`config.mk`:
```
export PLATFORM = sky130hd
export DESIGN_NAME = load_unit
export DESIGN_NICKNAME = d
export VERILOG_FILES = /design/src/rtl/rv_mem_pkg.sv /design/src/rtl/load_align.sv /design/src/rtl/load_unit.sv
export SDC_FILE = /design/constraint.sdc
export NUM_CORES = 1
export LEC_CHECK = 0
export BUFFER_PORTS_ARGS = -buffer_cell sky130_fd_sc_hd__buf_4
export CORE_MARGIN = 1.5
export CORE_UTILIZATION = 45
export CTS_CLUSTER_DIAMETER = 40
export CTS_CLUSTER_SIZE = 16
export DETAILED_ROUTE_END_ITERATION = 6
export PLACE_DENSITY_LB_ADDON = 0.05
export SLEW_MARGIN = 20
export SYNTH_ARGS = -nofsm -noshare
export SYNTH_HDL_FRONTEND = slang
export SYNTH_HIERARCHICAL = 1
export SYNTH_SLANG_ARGS = --single-unit
```
`constraint.sdc`:
```
create_clock -name clk -period 2.61 [get_ports clk]
set_input_delay 0.261 -clock clk [delete_from_list [all_inputs] [get_ports clk]]
set_output_delay 0.261 -clock clk [all_outputs]
set_load 0.01 [all_outputs]
```
`src/rtl/rv_mem_pkg.sv`:
```
// Shared types for the data-memory load path: funct3 load codes, load FSM states,
// word width and the misalignment predicate used when LOAD_MISALIGN_TRAP_EN is defined.
package rv_mem_pkg;

  localparam int XLEN = 32;

  typedef enum logic [2:0] {
    LSEL_LB  = 3'b000,
    LSEL_LH  = 3'b001,
    LSEL_LW  = 3'b010,
    LSEL_LBU = 3'b100,
    LSEL_LHU = 3'b101
  } lsel_t;

  typedef enum logic [1:0] {
    ST_IDLE  = 2'd0,
    ST_ISSUE = 2'd1,
    ST_WAIT  = 2'd2,
    ST_RESP  = 2'd3
  } load_state_t;

  // True for loads that must trap: odd halfword, unaligned word, or an unused funct3.
  function automatic logic load_misaligned(input logic [2:0] lsel, input logic [1:0] off);
    logic bad;
    bad = 1'b1;
    case (lsel)
      LSEL_LB, LSEL_LBU: bad = 1'b0;
      LSEL_LH, LSEL_LHU: bad = off[0];
      LSEL_LW:           bad = (off != 2'b00);
      default:           bad = 1'b1;
    endcase
    return bad;
  endfunction

endpackage

```
`src/rtl/load_align.sv`:
```
// Combinational lane select and sign/zero extension of a little-endian memory word.
// Unused funct3 codes fall through to the full-word path.
module load_align
  import rv_mem_pkg::*;
(
  input  logic [XLEN-1:0] rdata,
  input  logic [1:0]      off,
  input  logic [2:0]      lsel,
  output logic [XLEN-1:0] data
);

  logic [7:0]  byte_lane [4];
  logic [15:0] half_lane [2];
  logic [7:0]  sel_byte;
  logic [15:0] sel_half;

  for (genvar gi = 0; gi < 4; gi++) begin : g_byte
    assign byte_lane[gi] = rdata[8*gi +: 8];
  end

  for (genvar gi = 0; gi < 2; gi++) begin : g_half
    assign half_lane[gi] = rdata[16*gi +: 16];
  end

  // Halfwords only look at off[1]; off[0] is either trapped upstream or ignored.
  assign sel_byte = byte_lane[off];
  assign sel_half = half_lane[off[1]];

  always_comb begin
    data = rdata;
    case (lsel)
      LSEL_LB:  data = {{24{sel_byte[7]}}, sel_byte};
      LSEL_LBU: data = {24'd0, sel_byte};
      LSEL_LH:  data = {{16{sel_half[15]}}, sel_half};
      LSEL_LHU: data = {16'd0, sel_half};
      default:  data = rdata;
    endcase
  end

endmodule

```
`src/rtl/load_unit.sv`:
```
// Single-outstanding load unit: IDLE -> ISSUE (one read strobe) -> WAIT -> RESP.
// Define LOAD_MISALIGN_TRAP_EN to trap misaligned/illegal loads straight to RESP with rsp_err=1.
module load_unit
  import rv_mem_pkg::*;
(
  input  logic            clk,
  input  logic            rst,
  input  logic            req_valid,
  output logic            req_ready,
  input  logic [XLEN-1:0] req_addr,
  input  logic [2:0]      req_lsel,
  output logic            mem_re,
  output logic [XLEN-1:0] mem_addr,
  input  logic            mem_rvalid,
  input  logic [XLEN-1:0] mem_rdata,
  output logic            rsp_valid,
  input  logic            rsp_ready,
  output logic [XLEN-1:0] rsp_data,
  output logic            rsp_err
);

  load_state_t     state_reg, state_next;
  logic [XLEN-3:0] addr_hi_reg;
  logic [1:0]      off_reg;
  logic [2:0]      lsel_reg;
  logic [XLEN-1:0] rsp_data_reg;
  logic [XLEN-1:0] aligned_data;
  logic            accept;
  logic            trap;
  logic            capture;

`ifdef LOAD_MISALIGN_TRAP_EN
  assign trap = load_misaligned(req_lsel, req_addr[1:0]);
`else
  assign trap = 1'b0;
`endif

  assign accept  = (state_reg == ST_IDLE) && req_valid;
  assign capture = (state_reg == ST_WAIT) && mem_rvalid;

  always_comb begin
    state_next = state_reg;
    req_ready  = 1'b0;
    mem_re     = 1'b0;
    rsp_valid  = 1'b0;
    case (state_reg)
      ST_IDLE: begin
        req_ready = 1'b1;
        if (req_valid) state_next = trap ? ST_RESP : ST_ISSUE;
      end
      ST_ISSUE: begin
        mem_re     = 1'b1;
        state_next = ST_WAIT;
      end
      ST_WAIT: begin
        if (mem_rvalid) state_next = ST_RESP;
      end
      ST_RESP: begin
        rsp_valid = 1'b1;
        if (rsp_ready) state_next = ST_IDLE;
      end
      default: state_next = ST_IDLE;
    endcase
  end

  always_ff @(posedge clk or posedge rst) begin
    if (rst) state_reg <= ST_IDLE;
    else     state_reg <= state_next;
  end

  // A trapped request never reaches ISSUE, so mem_addr keeps the previous read address.
  always_ff @(posedge clk or posedge rst) begin
    if (rst) begin
      addr_hi_reg  <= '0;
      off_reg      <= '0;
      lsel_reg     <= '0;
      rsp_data_reg <= '0;
    end else begin
      if (accept) begin
        off_reg  <= req_addr[1:0];
        lsel_reg <= req_lsel;
        if (!trap) addr_hi_reg <= req_addr[XLEN-1:2];
        else       rsp_data_reg <= '0;
      end
      if (capture) rsp_data_reg <= aligned_data;
    end
  end

  load_align u_align (
    .rdata (mem_rdata),
    .off   (off_reg),
    .lsel  (lsel_reg),
    .data  (aligned_data)
  );

  assign mem_addr = {addr_hi_reg, 2'b00};
  assign rsp_data = rsp_data_reg;

`ifdef LOAD_MISALIGN_TRAP_EN
  logic rsp_err_reg;

  always_ff @(posedge clk or posedge rst) begin
    if (rst) begin
      rsp_err_reg <= 1'b0;
    end else begin
      if (accept)  rsp_err_reg <= trap;
      if (capture) rsp_err_reg <= 1'b0;
    end
  end

  assign rsp_err = rsp_err_reg;
`else
  assign rsp_err = 1'b0;
`endif

endmodule

```
==> results.json <==
{
  "outcome": "complete, but fails checks",
  "violations": "hold timing",
  "port_buffers": 136,
  "maxCapViolCount": 0,
  "hpwlAfterDp_microns": 5840,
  "cts_buffers": 9,
  "synth_edf_count": 0,
  "tightest_slew_ns": 0.597,
  "htree_levels": 3,
  "netlist.area_leader.share_pct": 52.3,
  "die_h_microns": 88.7,
  "hold_viol": 21,
  "r2r-end": "rsp_data[31]$_DFFE_PP0P_",
  "area_growth_syn_to_layout_pct": 39.8,
  "layout_min_cycle_time_ns": 2.07,
  "netlist_instances": 273,
  "hold_buffers": 0,
  "ios": 140,
  "whs_ns": -0.0128,
  "finalNetCount": 488,
  "reg2reg_slack_ns": 0.54,
  "worstPathArrival_ns": 2.29,
  "yosys.area_share.adder_pct": 1.89,
  "ys_seq_area_share_pct": 52.3,
  "synth-main-ff-cell": "dfrtp_1",
  "synth_commonest_cells": "72 x mux2_2, 69 x dfrtp_1, 45 x nand2_1",
  "required_ns": 2.83,
  "synthMuxAreaShare_pct": 26.8,
  "n_antenna_cell": 0,
  "worstRegToRegCells": 5,
  "antenna_found_initial": 0,
  "crit_fanout": 16,
  "rsz0062_at_grt": "no",
  "synth_most_common_cell": "mux2_2",
  "setup-tns-final_ns": 0,
  "yosys.area.top_type": "dfrtp_1",
  "core-area_sq_um": 7180,
  "grt_max_degree": 44,
  "via_per_inst": 5.06,
  "clock_latency_ns": 0.34,
  "clock_path_buffers": 2,
  "ant_nets": 0,
  "fmaxAchievable_mhz": 484,
  "ir_worst_vdd_mv": 0.526,
  "async_flop_share_pct": 100,
  "hp-class": "in2async",
  "final.period_utilization_pct": 79.2,
  "syn-cell-area_sq_um": 3300,
  "grt_usage_pct": 21.0,
  "num_rows": 31,
  "syn_avg_cell_area_sq_um": 12.1,
  "totalPowerFinal_w": 0.00566,
  "grt_pass1_vias": 2567,
  "skew_ns": 0.00760,
  "synth.top_cells.by_area": "dfrtp_1 52%, mux2_2 25%, nand2_1 5.1%",
  "synthSimpleGateAreaFrac_pct": 8.60,
  "worstSetupPathType": "reg2reg",
  "yosys_warnings": 6,
  "dr_total_vias": 2595,
  "synth_compound_area_share_pct": 6.67,
  "worstReg2RegStart": "off_reg[0]$_DFFE_PP0P_",
  "largest_reg_flops": 32,
  "grt_pass1_wl_microns": 12300,
  "cts_root_buffer": "clkbuf_8",
  "die_x_microns": 88.7,
  "setup_viol": 0,
  "power_density_nw_per_um2": 1230,
  "place_congestion": 0.805,
  "start_util_pct": 46.0,
  "path_clk_slew_ns": 0.07,
  "die_area_sq_um": 7860,
  "drv_slew": 0,
  "synth_top_family_by_area": "multiplexers",
  "cts_tree": "yes",
  "synthXorXnorAreaFrac_pct": 0,
  "crit_path_start_kind": "register",
  "drc": 0,
  "cellLeakagePower_nw": 2.30,
  "synth-seq-cells": 69,
  "numClockSinks": 69,
  "relSlewSlack_pct": 60.1,
  "grt-ovfl-total": 0,
  "end_kind": "register",
  "routed_wl_microns": 7840,
  "cts.repair.resized": 0,
  "drt_iter0_drc": 113,
  "post_cts_buffers": 0,
  "yosysUniqueCellTypes": 32,
  "drtPass1Iterations": 5,
  "drive_gt1_share_pct": 56.8,
  "wire_per_inst_microns": 15.3
}
## cells by family (layout without fill, tap and decap cells)
logic type      Yosys count  after routing
fa+ha+maj                 5              5
mux                      78             78
buf+inv                  24            163
flops                    69             69
other cells               1              3
compound gates           32             32
simple gates             64             64
## layer usage
layer / vias to the layer above / GRT usage, % / routed length, microns
met5: - / 0 / 0
met4: 0 / 8.38 / 159
met3: 13 / 6.44 / 490
met2: 91 / 33.5 / 3790
met1: 1272 / 26.8 / 3400
li1: 1219 / - / -
## stage by stage
stage          cells  area, sq um  setup WS, ns  hold slack (ns)  utilization [%]
5_1_grt          513         4620         0.414           0.0313             64.3
3_5_place_dp     499         4420         0.541            0.382             61.6
3_3_place_gp     499         4420         0.613            0.366             61.6
6_report         513         4620         0.544          -0.0128             64.3
2_1_floorplan    275         3310         0.609            0.411                -
4_1_cts          513         4620         0.533          0.00438             64.3
## critical path, cell delays in order, from the launching register on
cell      delay (ns)
dfrtp_1         0.39
mux4_2          0.60
nor3b_4         0.20
o21bai_4        0.39
nand2_1         0.10
mux2_2          0.27
## how the worst max path moves through the flow
stage                                 from                    endpoint  slack (ns)  depth (start not counted)
floorplan                              rst  addr_hi_reg[0]$_DFFE_PP0P_        0.61                          1
global placement             mem_rdata[31]    rsp_data[27]$_DFFE_PP0P_        0.61                          6
detailed placement  off_reg[0]$_DFFE_PP0P_    rsp_data[20]$_DFFE_PP0P_        0.54                          5
CTS                 off_reg[0]$_DFFE_PP0P_    rsp_data[20]$_DFFE_PP0P_        0.53                          5
global route        off_reg[0]$_DFFE_PP0P_    rsp_data[31]$_DFFE_PP0P_        0.41                          5
finish              off_reg[0]$_DFFE_PP0P_    rsp_data[31]$_DFFE_PP0P_        0.54                          5
## cell usage in the layout (no fill, tap or decap), types with 2 or more instances in the layout
| master | instances |
|---|---|
| conb_1 | 3 |
| inv_1 | 6 |
| o211ai_1 | 2 |
| o21ai_0 | 9 |
| mux2_2 | 72 |
| nor2b_1 | 4 |
| buf_4 | 141 |
| mux2i_1 | 4 |
| ha_1 | 5 |
| nand2_1 | 45 |
| a21oi_1 | 6 |
| dfrtp_1 | 69 |
| clkbuf_8 | 12 |
| nor2_1 | 6 |
| a22oi_1 | 9 |
| nand2_2 | 3 |
## power by group
group | internal [W] | switching, W | leakage, nW
clock network | 0.000510 | 0.000375 | 0.102
logic | 0.00157 | 0.00127 | 1.37
registers | 0.00162 | 0.000314 | 0.828
total | 0.00370 | 0.00196 | 2.30
## final cells by class
type / count / area (sq um)
sequential: 69 / 1730
timing repair buffer: 142 / 1080
clock inverter: 1 / 30.0
clock buffer: 13 / 169
tap: 99 / 124
inverter: 7 / 26.3
multi-input combinational: 182 / 1460
fill: 638 / 2560
(Power assumes the default switching activity.)
